**config.mk**
```make
export PLATFORM = sky130hd
export DESIGN_NAME = seq_divider
export DESIGN_NICKNAME = d
export VERILOG_FILES = /design/src/rtl/m_ext_pkg.sv /design/src/rtl/div_lzc.sv /design/src/rtl/seq_divider.sv
export SDC_FILE = /design/constraint.sdc
export NUM_CORES = 1
export LEC_CHECK = 0
export CAP_MARGIN = 5
export CELL_PAD_IN_SITES_DETAIL_PLACEMENT = 1
export CELL_PAD_IN_SITES_GLOBAL_PLACEMENT = 1
export CORE_MARGIN = 1.5
export CORE_UTILIZATION = 43
export DETAILED_ROUTE_END_ITERATION = 16
export DONT_BUFFER_PORTS = 1
export GPL_TIMING_DRIVEN = 0
export PLACE_DENSITY = 0.78
export SETUP_SLACK_MARGIN = 0.4
export SYNTH_ARGS = -nofsm -noshare
export SYNTH_HDL_FRONTEND = slang
export SYNTH_HIERARCHICAL = 1
export SYNTH_SLANG_ARGS = --single-unit
```
**constraint.sdc**
```tcl
create_clock -name clk -period 3.3 [get_ports clk]
set_input_delay 0.99 -clock clk [delete_from_list [all_inputs] [get_ports clk]]
set_output_delay 0.99 -clock clk [all_outputs]
set_load 0.1 [all_outputs]
```
**src/rtl/m_ext_pkg.sv**
```systemverilog
// -----------------------------------------------------------------------------
// m_ext_pkg
// Definitions shared by the M-extension divide path.
//   XLEN                 : architectural register width, default operand width
//   type_div_states_e    : divider FSM states (IDLE / CALC / DONE)
//   DIV_BY_ZERO_QUO_BIT  : fill bit of the divide-by-zero quotient; the
//                          quotient of x/0 is this bit replicated (all ones)
// -----------------------------------------------------------------------------
package m_ext_pkg;

    localparam int XLEN = 32;

    typedef enum logic [1:0] {
        IDLE = 2'b00,
        CALC = 2'b01,
        DONE = 2'b10
    } type_div_states_e;

    localparam logic DIV_BY_ZERO_QUO_BIT = 1'b1;

endpackage : m_ext_pkg

```
**src/rtl/div_lzc.sv**
```systemverilog
// -----------------------------------------------------------------------------
// div_lzc
// Parameterized leading-zero counter used by the divider's early-termination
// preload. Only compiled when DIV_EARLY_TERM_EN is defined, so the default
// build carries no leading-zero logic at all.
//
// Parameters:
//   W   : input width
//   CW  : count width, wide enough to hold W (all-zero input)
// Ports:
//   value  in  W   word to scan from the MSB down
//   zeros  out CW  number of leading zero bits (W when value is zero)
// -----------------------------------------------------------------------------
`ifdef DIV_EARLY_TERM_EN
module div_lzc #(
    parameter int W  = 32,
    parameter int CW = $clog2(W + 1)
) (
    input  logic [W-1:0]  value,
    output logic [CW-1:0] zeros
);

    logic found_s;

    // Priority scan from the MSB: first set bit fixes the count.
    always_comb begin
        zeros   = CW'(W);
        found_s = 1'b0;
        for (int i = W - 1; i >= 0; i--) begin
            if (!found_s && value[i]) begin
                zeros   = CW'(W - 1 - i);
                found_s = 1'b1;
            end else begin
                found_s = found_s;
            end
        end
    end

endmodule : div_lzc
`endif

```
**src/rtl/seq_divider.sv**
```systemverilog
// -----------------------------------------------------------------------------
// seq_divider
// Iterative radix-2 restoring unsigned divider, one quotient bit per cycle.
// Signs are handled by the surrounding M-extension unit; this block only
// produces the unsigned quotient and remainder.
//
// Configuration macro: DIV_EARLY_TERM_EN
//   Defined   : dividend leading zeros are skipped at start (shorter CALC),
//               zero dividend with nonzero divisor finishes immediately.
//   Undefined : every nonzero divisor takes exactly DATA_W CALC cycles.
//   Results are identical in both builds; only latency differs.
//
// Parameters:
//   DATA_W   operand/result width (default XLEN)
// Ports:
//   clk      in   clock
//   rst      in   synchronous active-high reset
//   start_i  in   request, sampled only in IDLE
//   abort_i  in   pipeline flush, cancels any in-flight division
//   opr1_i   in   dividend (unsigned), captured on accepted start
//   opr2_i   in   divisor  (unsigned), captured on accepted start
//   busy_o   out  high while in CALC or DONE
//   done_o   out  single-cycle completion pulse
//   quo_o    out  quotient, held until overwritten by the next completion
//   rem_o    out  remainder, same validity as quo_o
// -----------------------------------------------------------------------------
module seq_divider
    import m_ext_pkg::*;
#(
    parameter int DATA_W = XLEN
) (
    input  logic              clk,
    input  logic              rst,
    input  logic              start_i,
    input  logic              abort_i,
    input  logic [DATA_W-1:0] opr1_i,
    input  logic [DATA_W-1:0] opr2_i,
    output logic              busy_o,
    output logic              done_o,
    output logic [DATA_W-1:0] quo_o,
    output logic [DATA_W-1:0] rem_o
);

    localparam int                CNT_W   = $clog2(DATA_W);
    localparam logic [DATA_W-1:0] ZERO_W  = {DATA_W{1'b0}};
    localparam logic [DATA_W-1:0] DBZ_QUO = {DATA_W{DIV_BY_ZERO_QUO_BIT}};
    localparam logic [CNT_W-1:0]  CNT_TOP = CNT_W'(DATA_W - 1);

    // Registered state
    type_div_states_e  state_r;
    logic [DATA_W-1:0] r_r;      // partial remainder
    logic [DATA_W-1:0] q_r;      // dividend shift-in / quotient shift-out
    logic [DATA_W-1:0] d_r;      // divisor
    logic [CNT_W-1:0]  cnt_r;    // remaining iterations minus one
    logic [DATA_W-1:0] quo_r;
    logic [DATA_W-1:0] rem_r;
    logic              done_r;
    logic              busy_r;

    // Next-state values
    type_div_states_e  state_s;
    logic [DATA_W-1:0] r_s;
    logic [DATA_W-1:0] q_s;
    logic [DATA_W-1:0] d_s;
    logic [CNT_W-1:0]  cnt_s;
    logic [DATA_W-1:0] quo_s;
    logic [DATA_W-1:0] rem_s;
    logic              done_s;
    logic              busy_s;

    // Trial subtraction, one bit wider so its MSB is the borrow (negative)
    logic [DATA_W:0]   trial_s;

`ifdef DIV_EARLY_TERM_EN
    localparam int LZ_W = $clog2(DATA_W + 1);
    logic [LZ_W-1:0] lz_s;

    div_lzc #(
        .W  (DATA_W),
        .CW (LZ_W)
    ) u_lzc (
        .value (opr1_i),
        .zeros (lz_s)
    );
`endif

    // Next-state, datapath and output-load logic for the divider FSM.
    always_comb begin
        state_s = state_r;
        r_s     = r_r;
        q_s     = q_r;
        d_s     = d_r;
        cnt_s   = cnt_r;
        quo_s   = quo_r;
        rem_s   = rem_r;
        done_s  = 1'b0;

        trial_s = {r_r, q_r[DATA_W-1]} - {1'b0, d_r};

        if (abort_i) begin
            // Flush wins over start and over a completing iteration;
            // published results are left untouched.
            state_s = IDLE;
        end else begin
            case (state_r)
                IDLE: begin
                    if (start_i) begin
                        d_s = opr2_i;
                        if (opr2_i == ZERO_W) begin
                            state_s = DONE;
                            quo_s   = DBZ_QUO;
                            rem_s   = opr1_i;
                            done_s  = 1'b1;
`ifdef DIV_EARLY_TERM_EN
                        end else if (opr1_i == ZERO_W) begin
                            state_s = DONE;
                            quo_s   = ZERO_W;
                            rem_s   = ZERO_W;
                            done_s  = 1'b1;
                        end else begin
                            // Leading zeros of the dividend would only shift
                            // zero quotient bits in, so skip them.
                            state_s = CALC;
                            r_s     = ZERO_W;
                            q_s     = opr1_i << lz_s;
                            cnt_s   = CNT_TOP - CNT_W'(lz_s);
                        end
`else
                        end else begin
                            state_s = CALC;
                            r_s     = ZERO_W;
                            q_s     = opr1_i;
                            cnt_s   = CNT_TOP;
                        end
`endif
                    end else begin
                        state_s = IDLE;
                    end
                end

                CALC: begin
                    if (trial_s[DATA_W]) begin
                        // Borrow: restore, shift the dividend bit into R.
                        r_s = {r_r[DATA_W-2:0], q_r[DATA_W-1]};
                        q_s = {q_r[DATA_W-2:0], 1'b0};
                    end else begin
                        r_s = trial_s[DATA_W-1:0];
                        q_s = {q_r[DATA_W-2:0], 1'b1};
                    end

                    if (cnt_r == {CNT_W{1'b0}}) begin
                        state_s = DONE;
                        quo_s   = q_s;
                        rem_s   = r_s;
                        done_s  = 1'b1;
                    end else begin
                        cnt_s   = cnt_r - CNT_W'(1);
                    end
                end

                DONE: begin
                    state_s = IDLE;
                end

                default: begin
                    state_s = IDLE;
                end
            endcase
        end

        busy_s = (state_s != IDLE);
    end

    // State, datapath and registered output flops with synchronous reset.
    always_ff @(posedge clk) begin
        if (rst) begin
            state_r <= IDLE;
            r_r     <= ZERO_W;
            q_r     <= ZERO_W;
            d_r     <= ZERO_W;
            cnt_r   <= {CNT_W{1'b0}};
            quo_r   <= ZERO_W;
            rem_r   <= ZERO_W;
            done_r  <= 1'b0;
            busy_r  <= 1'b0;
        end else begin
            state_r <= state_s;
            r_r     <= r_s;
            q_r     <= q_s;
            d_r     <= d_s;
            cnt_r   <= cnt_s;
            quo_r   <= quo_s;
            rem_r   <= rem_s;
            done_r  <= done_s;
            busy_r  <= busy_s;
        end
    end

    assign busy_o = busy_r;
    assign done_o = done_r;
    assign quo_o  = quo_r;
    assign rem_o  = rem_r;

endmodule : seq_divider

```
==> impl_metrics.json, run 1 <==
{
  "die_h_um": 143.9,
  "leakage_nw": 3.952,
  "cts_tree": "done",
  "synthCells": 1046,
  "track_usage": 0.2966,
  "area_growth_pct": 24.53,
  "vias": 8389,
  "reg2regPathDepth": 17,
  "dr.pass1.iters": 5,
  "fmax_mhz": 271.8,
  "avgRoutedWirePerCell_um": 23.48,
  "dieArea_mm2": 0.02071,
  "ys_types": 63,
  "period_needed_ns": 3.679,
  "postCtsHoldBufs": 0,
  "ys.flop_type": "dfxtp_1",
  "synth_area_mm2": 0.008538,
  "worstHoldStart": "d_r[26]",
  "wl_um": 32670,
  "async_flop_share": 0,
  "setup_ws_ns": -0.3790,
  "core_area_mm2": 0.01946,
  "fin_skew_ns": 0.01243,
  "worstMarginPinSlew_ns": 1.053,
  "nets": 1215,
  "yosysTopAreaCell": "dfxtp_1",
  "gp_congestion": 0.8447,
  "drv_slew": 0,
  "drtIter0Drc": 517,
  "cts_buffers": 17,
  "holdCritPathClass": "flip-flop to flip-flop",
  "violations": "negative setup slack",
  "worstReg2RegEnd": "rem_o[10]",
  "synth_top_area_frac": 0.3962,
  "finalSetupTns_ns": -12.96,
  "slew_headroom": 0.2970,
  "antenna_found_initial": 0,
  "grt_pass1_vias": 8436,
  "crit_fanout": 7,
  "cap_violations": 0,
  "vias_per_cell": 6.031,
  "n_fill_cell": 2266,
  "grt.overflow.total": 0,
  "arrival_ns": 3.99,
  "holdWs_ns": 0.4551,
  "final_cells": 1391,
  "synth_seq_cells": 169,
  "synth_warnings": 6,
  "io-pin-count": 134,
  "portBuffers": 0,
  "cts_sinks": 169,
  "ys_top_cells_by_area": "dfxtp_1 40%, nand2_1 9.1%, a21oi_1 5.0%",
  "hold_violations": 0,
  "power_density_mw_per_mm2": 528.7,
  "num_antenna_cells": 0,
  "seq_area_frac_synth": 0.3962,
  "grt_max_degree": 19,
  "drc": 0,
  "fin_crit_sh": 1.115,
  "die_w_um": 143.9,
  "syn_avg_cell_area_um2": 8.163,
  "hold-path-endpoint": "d_r[26]",
  "holdPathStages": 2,
  "placed_cells": 1311,
  "rows": 51,
  "crit_path_end_kind": "flip-flop",
  "drive_gt1_frac": 0.1901,
  "critical_path_class": "flip-flop to flip-flop",
  "finalPower_mw": 5.622,
  "regToRegSetupSlack_ns": -0.38,
  "hpwl_um": 21650,
  "grt_pass1_wl_um": 46480,
  "synth_edf_count": 0,
  "ant_nets": 0,
  "clk_latency_ns": 0.45,
  "grt_setup_unrepaired": "yes",
  "cts_buffer_depth": 2,
  "htree_num_levels": 4,
  "reg2reg_from": "q_r[31]",
  "initial_core_util": 0.4387,
  "required_ns": 3.61,
  "fin_area_mm2": 0.01063,
  "finalCoreUtilization": 0.5463,
  "placed_area_mm2": 0.008915,
  "clock-root-buffer": "clkbuf_16",
  "path_clk_slew_ns": 0.07,
  "synth_nets": 1148,
  "detailedPlace.worstSlack_ns": -0.5895,
  "setup_viol": 66,
  "status": "finished, violations left",
  "ir_drop_v": 0.0003484,
  "crit_path_start_kind": "flip-flop"
}
-- placed cells by master, fill, tap and decap left out, types with 20 or more instances in the layout --
cell type	n
a21o_1	20
a21oi_1	71
a311oi_1	30
buf_4	25
clkbuf_1	52
dfxtp_1	165
ha_1	31
inv_1	43
mux2i_4	20
nand2_1	203
nor2_1	87
o21ai_0	30
o21ai_1	23
o221a_2	31
-- sequential cells by signal, summed over array words and instances, names as in the netlist --
signal and count:
busy_o 1, cnt_r 5, d_r 32, done_o 1, q_r 32, quo_o 32, r_r 32, rem_o 32
state_r 2
-- logic make-up (layout without fill, tap and decap cells) --
family / count (synthesis) / count (layout) / synth area share
compound gates: 317 / 317 / 0.2611
xor+xnor: 25 / 25 / 0.02564
fa+ha+maj: 34 / 34 / 0.05070
buf+inv: 114 / 194 / 0.05554
flops: 169 / 169 / 0.3962
mux: 27 / 27 / 0.03239
simple gates: 360 / 360 / 0.1783
-- metal layers --
metal,up-vias,GRT usage,share of wire
met2,327,0.5117,0.49
met5,-,0,0
met1,4085,0.3661,0.41
met4,0,0.1101,0.037
met3,91,0.05465,0.063
li1,3886,-,-
-- where the power goes --
part	switching (mW)	internal [mW]
clock network	1.01	1.04
logic	0.709	0.556
registers	0.198	2.11
total	1.91	3.71
-- synth_stat cells, types with 3 or more instances --
master and count:
nand2_1 206, dfxtp_1 169, nor2_1 88, a21oi_1 86
o21ai_0 62, clkbuf_1 59, inv_1 45, ha_1 33
o221a_2 32, a311oi_1 30, mux2i_1 25, a21o_1 20
xnor2_1 15, a211o_1 12, a211oi_1 10, xor2_1 10
o21a_1 9, nand3_1 8, nor3_1 8, nor4_1 8
a31oi_1 6, and3_1 6, buf_6 6, nand2b_1 6
a2111oi_0 5, nand4_1 5, nor2b_1 5, and2_1 4
a21boi_0 3, a221o_1 3, a221oi_1 3, a22o_1 3
a22oi_1 3, and4_1 3, buf_1 3, o211ai_1 3
o21ai_1 3, o21bai_1 3, o41ai_1 3, or2_2 3
-- layout make-up --
| cell class | count | area, um^2 | area share |
|---|---|---|---|
| Timing Repair Buffer | 48 | 513.0 | 0.04825 |
| Clock inverter | 14 | 153.9 | 0.01447 |
| Inverter | 45 | 171.4 | 0.01612 |
| Buffer | 69 | 351.6 | 0.03307 |
| Clock buffer | 18 | 439.2 | 0.04130 |
| Sequential cell | 169 | 3391 | 0.3189 |
| Multi-Input combinational cell | 763 | 5281 | 0.4967 |
| Tap cell | 265 | 331.6 | 0.03118 |
-- worst max-delay path: stages, from the launching register on --
cell	delay [ns]
dfxtp_4	0.37
inv_4	0.06
ha_4	0.15
inv_2	0.05
fa_2	0.35
a21o_1	0.21
a221o_1	0.37
o31ai_4	0.29
a211oi_2	0.15
or3_1	0.34
buf_6	0.14
and2_4	0.16
buf_12	0.14
buf_12	0.15
buf_12	0.12
mux2i_4	0.24
a21o_1	0.19
a21oi_2	0.05
-- worst max path at each step --
stage / start / to / slack [ns] / cells after the start
detailed placement: opr2_i[7] / rem_o[21] / -0.59 / 11
global placement: opr2_i[24] / rem_o[21] / -0.56 / 11
global route: q_r[31] / rem_o[10] / -0.42 / 17
CTS: q_r[31] / rem_o[15] / -0.28 / 16
finish: q_r[31] / rem_o[10] / -0.38 / 17
floorplan: q_r[31] / r_r[8] / 0.10 / 15
-- what timing repair did --
item | CTS | global route
setup endpoints to repair | 97 | 99
setup buffers | 23 | 20
gates cloned | 1 | 2
gates resized for setup | 77 | 79
endpoints found under the hold margin | 0 | 0
pin swaps | 12 | 35
No activity file was read; power rests on OpenSTA's default activity.
==> run 2, diff against run 1 <==
Settings changed: CORE_ASPECT_RATIO set to 1.4, CORE_UTILIZATION 43 to 51, PLACE_DENSITY 0.78 to 0.87.
Clock period 3.3 ns to 4.5 ns, I/O delays scaled along.
==> run 2 against run 1 <==
  * Worst setup slack improved by 0.92 ns
  * Design area fell by 12%
  * The run ends with design-rule violations left
  * Total power down 33%
  * Critical path depth shrank 1
  * Die area decreased by 15%
  * Global-route usage is 2.5 points higher
  * Non-clock buffer count decreased by 48
  * Combinational power decreased by 53%
==> impl_metrics.json, run 2 (synthesized netlist as in run 1, its figures left out) <==
{
  "htree_num_levels": 4,
  "wl_um": 27970,
  "avgRoutedWirePerCell_um": 21.90,
  "clock-root-buffer": "clkbuf_16",
  "portBuffers": 0,
  "cts_buffer_depth": 2,
  "area_growth_pct": 9.833,
  "finalPower_mw": 3.753,
  "grt_pass1_wl_um": 44030,
  "reg2reg_from": "q_r[31]",
  "ant_nets": 0,
  "fmax_mhz": 252.6,
  "n_fill_cell": 2020,
  "holdCritPathClass": "flip-flop to flip-flop",
  "path_clk_slew_ns": 0.07,
  "grt_setup_unrepaired": "no",
  "grt_max_degree": 19,
  "cts_buffers": 17,
  "worstMarginPinSlew_ns": 1.162,
  "arrival_ns": 4.29,
  "endpoint": "rem_o[2]",
  "critical_path_class": "flip-flop to flip-flop",
  "p_seq_frac": 0.451,
  "switching_share": 0.3302,
  "clk_latency_ns": 0.44,
  "crit_path_start_kind": "flip-flop",
  "required_ns": 4.83,
  "track_usage": 0.3220,
  "rows": 55,
  "regToRegSetupSlack_ns": 0.54,
  "cts_sinks": 169,
  "worstReg2RegEnd": "rem_o[2]",
  "crit_fanout": 10,
  "hold_violations": 0,
  "setup_ws_ns": 0.5404,
  "antenna_found_initial": 0,
  "die_h_um": 156.1,
  "drv_slew": 0,
  "final_common_cell": "nand2_1",
  "slew_headroom": 0.2142,
  "vias_per_cell": 6.234,
  "status": "finished, violations left",
  "detailedPlace.worstSlack_ns": 0.09314,
  "num_antenna_cells": 0,
  "vias": 7961,
  "fin_skew_ns": 0.01321,
  "drive_gt1_frac": 0.07792,
  "clkPwrFrac": 0.390,
  "dr.pass1.iters": 11,
  "nets": 1167,
  "cts_tree": "done",
  "hpwl_um": 21280,
  "initial_core_util": 0.5257,
  "power_density_mw_per_mm2": 400.2,
  "ir_drop_v": 0.0002778,
  "comb_power_share": 0.159,
  "core_area_mm2": 0.01624,
  "dieArea_mm2": 0.01754,
  "p_switching_mw": 1.239,
  "crit_path_end_kind": "flip-flop",
  "die_w_um": 112.4,
  "grt_pass1_vias": 8383,
  "violations": "design-rule violations",
  "placed_cells": 1245,
  "final_cells": 1277,
  "cap_violations": 0,
  "startpoint": "q_r[31]",
  "finalSetupTns_ns": 0,
  "grt.overflow.total": 0,
  "period_needed_ns": 3.960,
  "drtIter0Drc": 499,
  "setup_viol": 0,
  "io-pin-count": 134,
  "fin_crit_sh": 0.8799,
  "drc": 13,
  "p_int_mw": 2.514,
  "gp_congestion": 0.9099,
  "leakage_nw": 3.530,
  "final_cell_mix": "206 x nand2_1, 169 x dfxtp_1, 88 x nor2_1, 86 x a21oi_1, 62 x o21ai_0",
  "reg2regPathDepth": 16
}
## run 2: cell count changes in the layout (fill, tap and decap cells not counted), moves of 10 or more
cell     before  now
a21oi_1      71   86
buf_6        16    6
buf_4        25    0
mux2i_4      20    0
a21oi_2      13    0
o21ai_1      23    3
o21ai_0      30   62
mux2i_1       4   25
## run 2: per-layer routing
| metal | routed length, um | vias to the layer above | share of wire | track usage |
|---|---|---|---|---|
| met4 | 1000 | 0 | 0.036 | 0.1519 |
| li1 | - | 3778 | - | - |
| met5 | 0 | - | 0 | 0 |
| met3 | 1526 | 63 | 0.055 | 0.07032 |
| met2 | 14390 | 244 | 0.51 | 0.5930 |
| met1 | 11050 | 3876 | 0.39 | 0.3493 |
## run 2: worst min path at each step
| stage | slack, ns | depth (start not counted) | startpoint | end |
|---|---|---|---|---|
| 4_1_cts | 0.46 | 2 | d_r[1] | d_r[1] |
| 5_1_grt | 0.47 | 2 | d_r[13] | d_r[13] |
| 2_1_floorplan | 0.44 | 2 | d_r[10] | d_r[10] |
| 3_5_place_dp | 0.45 | 2 | d_r[1] | d_r[1] |
| 3_3_place_gp | 0.44 | 2 | d_r[19] | d_r[19] |
| 6_report | 0.46 | 2 | d_r[7] | d_r[7] |
## run 2: power by group through the flow
stage | clock, mW | combinational, mW | sequential [mW]
6_report | 1.46 | 0.597 | 1.69
5_1_grt | 1.52 | 0.645 | 1.70
4_1_cts | 1.47 | 0.590 | 1.69
3_5_place_dp | 0 | 0.576 | 1.73
3_3_place_gp | 0 | 0.556 | 1.72
2_1_floorplan | 0 | 0.429 | 1.71
## run 2: repair_timing
| item | 4_1_cts | 5_1_grt |
|---|---|---|
| resized for setup | 1 | 3 |
| setup endpoints to repair | 3 | 34 |
| hold buffers | 0 | 0 |
| setup buffers | 0 | 0 |
## run 2: area by class of cell
class	count	area (um^2)	area share
plain buffers	69	306.5	0.03269
clock buffers	17	425.4	0.04536
flip-flops and latches	169	3383	0.3608
multi-input cells	763	4690	0.5001
well taps	199	249.0	0.02655
inverters	45	168.9	0.01801
clock inverters	15	155.1	0.01654
## run 2: metrics by stage
step / util / hold slack, ns / area (um^2)
global route: 0.5774 / 0.4673 / 9378
detailed placement: 0.5411 / 0.4481 / 8787
global placement: 0.5411 / 0.4432 / 8787
finish: 0.5774 / 0.4550 / 9378
CTS: 0.5774 / 0.4580 / 9376
floorplan: - / 0.4363 / 8538
## run 2: worst max-delay path, cell delays in order (launching register included)
cell      delay (ns)
dfxtp_1         0.36
inv_1           0.08
ha_1            0.16
inv_1           0.05
fa_1            0.41
a21o_1          0.22
a221o_1         0.37
o31ai_4         0.38
a211oi_2        0.16
or3_1           0.36
buf_6           0.15
and2_4          0.16
buf_6           0.12
buf_6           0.15
o21ai_0         0.40
o211ai_1        0.16
o211a_1         0.17
==> run 3, diff against run 2 <==
Settings changed: CORE_UTILIZATION 51 to 53, CTS_BUF_LIST set to sky130_fd_sc_hd__clkbuf_4, PLACE_DENSITY 0.87 to 0.9.
==> run 3 against run 2 <==
  * Routed wire length shrank 2.6%
  * Fmax decreased by 0.29%
  * Combinational power shrank 1%
  * First-iteration DRC count is 9.0% higher
  * Critical endpoint unchanged
  * Total power shrank 17%
  * Global-route usage rose by 0.29 points
  * Utilization down 0.088 points
  * Sequential share of layout area grew 1.4 points
  * The run now ends clean
  * Critical path type unchanged
  * Clock power down 44%
==> impl_metrics.json, run 3 (synthesized netlist as in run 1, its figures left out) <==
{
  "status": "finished, final reports clean",
  "die_w_um": 110.3,
  "ir_drop_v": 0.0002266,
  "reg2reg_from": "q_r[31]",
  "drc": 0,
  "die_h_um": 153.2,
  "cp_num_buf_inv": 5,
  "leakage_nw": 3.365,
  "cap_violations": 0,
  "fin_skew_ns": 0.02040,
  "worstMarginPinSlew_ns": 1.168,
  "wl_um": 27240,
  "cts_buffers": 17,
  "nets": 1167,
  "finalSetupTns_ns": 0,
  "crit_fanout": 10,
  "dr.pass1.iters": 5,
  "crit_path_start_kind": "flip-flop",
  "hold-path-endpoint": "d_r[4]",
  "detailedPlace.worstSlack_ns": 0.1203,
  "crit_chain": "inv_1, ha_1, inv_1, fa_1, a21o_1, a221o_1, o31ai_4, a211oi_2, or3_1, buf_6, and2_4, buf_6, buf_6, o21ai_0, o211ai_1, o211a_1",
  "finalCoreUtilization": 0.5765,
  "fmax_mhz": 251.8,
  "cts_tree": "done",
  "path_clk_slew_ns": 0.15,
  "holdCritPathClass": "flip-flop to flip-flop",
  "required_ns": 5.02,
  "ant_nets": 0,
  "hpwl_um": 21460,
  "postCtsHoldBufs": 0,
  "critical_path.slowest_cell": "o31ai_4",
  "clock-root-buffer": "clkbuf_4",
  "vias_per_cell": 6.272,
  "vias": 7991,
  "setup_viol": 0,
  "crit_path_end_kind": "flip-flop",
  "grt_max_degree": 17,
  "slew_headroom": 0.2104,
  "fin_crit_sh": 0.8824,
  "core_area_mm2": 0.01568,
  "crit_top_cell": "buf_6",
  "initial_core_util": 0.5447,
  "n_fill_cell": 1973,
  "track_usage": 0.3249,
  "regToRegSetupSlack_ns": 0.53,
  "grt_pass1_wl_um": 42620,
  "setup_ws_ns": 0.5290,
  "holdWs_ns": 0.4629,
  "gp_congestion": 0.9012,
  "grt_pass1_vias": 8335,
  "finalPower_mw": 3.107,
  "worstReg2RegEnd": "rem_o[2]",
  "worstHoldStart": "d_r[4]",
  "grt.overflow.total": 0,
  "rows": 54,
  "final_common_cell": "nand2_1",
  "cts_sinks": 169,
  "dieArea_mm2": 0.01689,
  "arrival_ns": 4.49,
  "final_cell_mix": "206 x nand2_1, 169 x dfxtp_1, 88 x nor2_1, 86 x a21oi_1, 62 x o21ai_0",
  "hold_violations": 0,
  "area_growth_pct": 5.847,
  "grt_setup_unrepaired": "no",
  "period_needed_ns": 3.971,
  "slowest_delay_ns": 0.41,
  "io-pin-count": 134,
  "drive_gt1_frac": 0.07614,
  "clk_latency_ns": 0.62,
  "reg2regPathDepth": 16,
  "portBuffers": 0,
  "drv_slew": 0,
  "cp_top_family": "compound AO/OA/AOI/OAI gates",
  "avgRoutedWirePerCell_um": 21.38,
  "critical_path_class": "flip-flop to flip-flop",
  "drtIter0Drc": 544,
  "cts_buffer_depth": 2,
  "htree_num_levels": 4,
  "holdPathStages": 2,
  "antenna_found_initial": 1,
  "power_density_mw_per_mm2": 343.8
}
run 3: changes by cell type in the layout (fill, tap and decap cells not counted), sizes merged:
cell	change
inv	-3
buf	-1
clkbuf	+1
clkinvlp	+3
diode	+1
clkinv	-1
run 3: worst reg2reg max path, cell delays in order, from the launching register on:
cell,delay (ns)
dfxtp_1,0.38
inv_1,0.07
ha_1,0.16
inv_1,0.05
fa_1,0.40
a21o_1,0.22
a221o_1,0.37
o31ai_4,0.41
a211oi_2,0.16
or3_1,0.35
buf_6,0.15
and2_4,0.16
buf_6,0.12
buf_6,0.15
o21ai_0,0.41
o211ai_1,0.16
o211a_1,0.17
run 3: cell type report:
cell class	instances	area [um^2]	area share
Buffer	69	305.3	0.03378
Sequential cell	169	3383	0.3744
Multi-Input combinational cell	763	4690	0.5189
Inverter	45	168.9	0.01869
Antenna cell	1	2.502	0.0002769
Tap cell	196	245.2	0.02714
Clock buffer	17	127.6	0.01412
Clock inverter	14	115.1	0.01274
run 3: layer usage:
metal,up-vias,global-route usage,routed length [um]
met4,0,0.1514,1112
met1,3864,0.3655,10610
met2,270,0.5717,13790
met5,-,0,0
met3,82,0.06738,1729
li1,3775,-,-
run 3: worst max path at each step:
stage / cells after the start / to / slack, ns / start
after floorplan: 15 / r_r[8] / 1.16 / q_r[31]
after global routing: 16 / rem_o[2] / 0.42 / q_r[31]
final: 16 / rem_o[2] / 0.53 / q_r[31]
after global placement: 11 / rem_o[21] / 0.16 / opr2_i[7]
after detailed placement: 11 / rem_o[21] / 0.12 / opr2_i[7]
after CTS: 16 / rem_o[2] / 0.45 / q_r[31]
run 3: power breakdown:
group	switching [mW]	total [mW]	internal, mW
registers	0.142	1.69	1.55
clock network	0.595	0.822	0.227
logic	0.370	0.591	0.221
total	1.11	3.11	2.00
run 3: per-stage QoR:
stage	std cells	cell area, um^2
after global routing	1274	9037
after floorplan	1046	8538
after global placement	1242	8783
after detailed placement	1242	8783
after CTS	1273	9026
final	1274	9037
run 3: what timing repair did:
item	4_1_cts	5_1_grt
gates resized for setup	0	1
setup endpoints to repair	0	7
buffers inserted	0	0
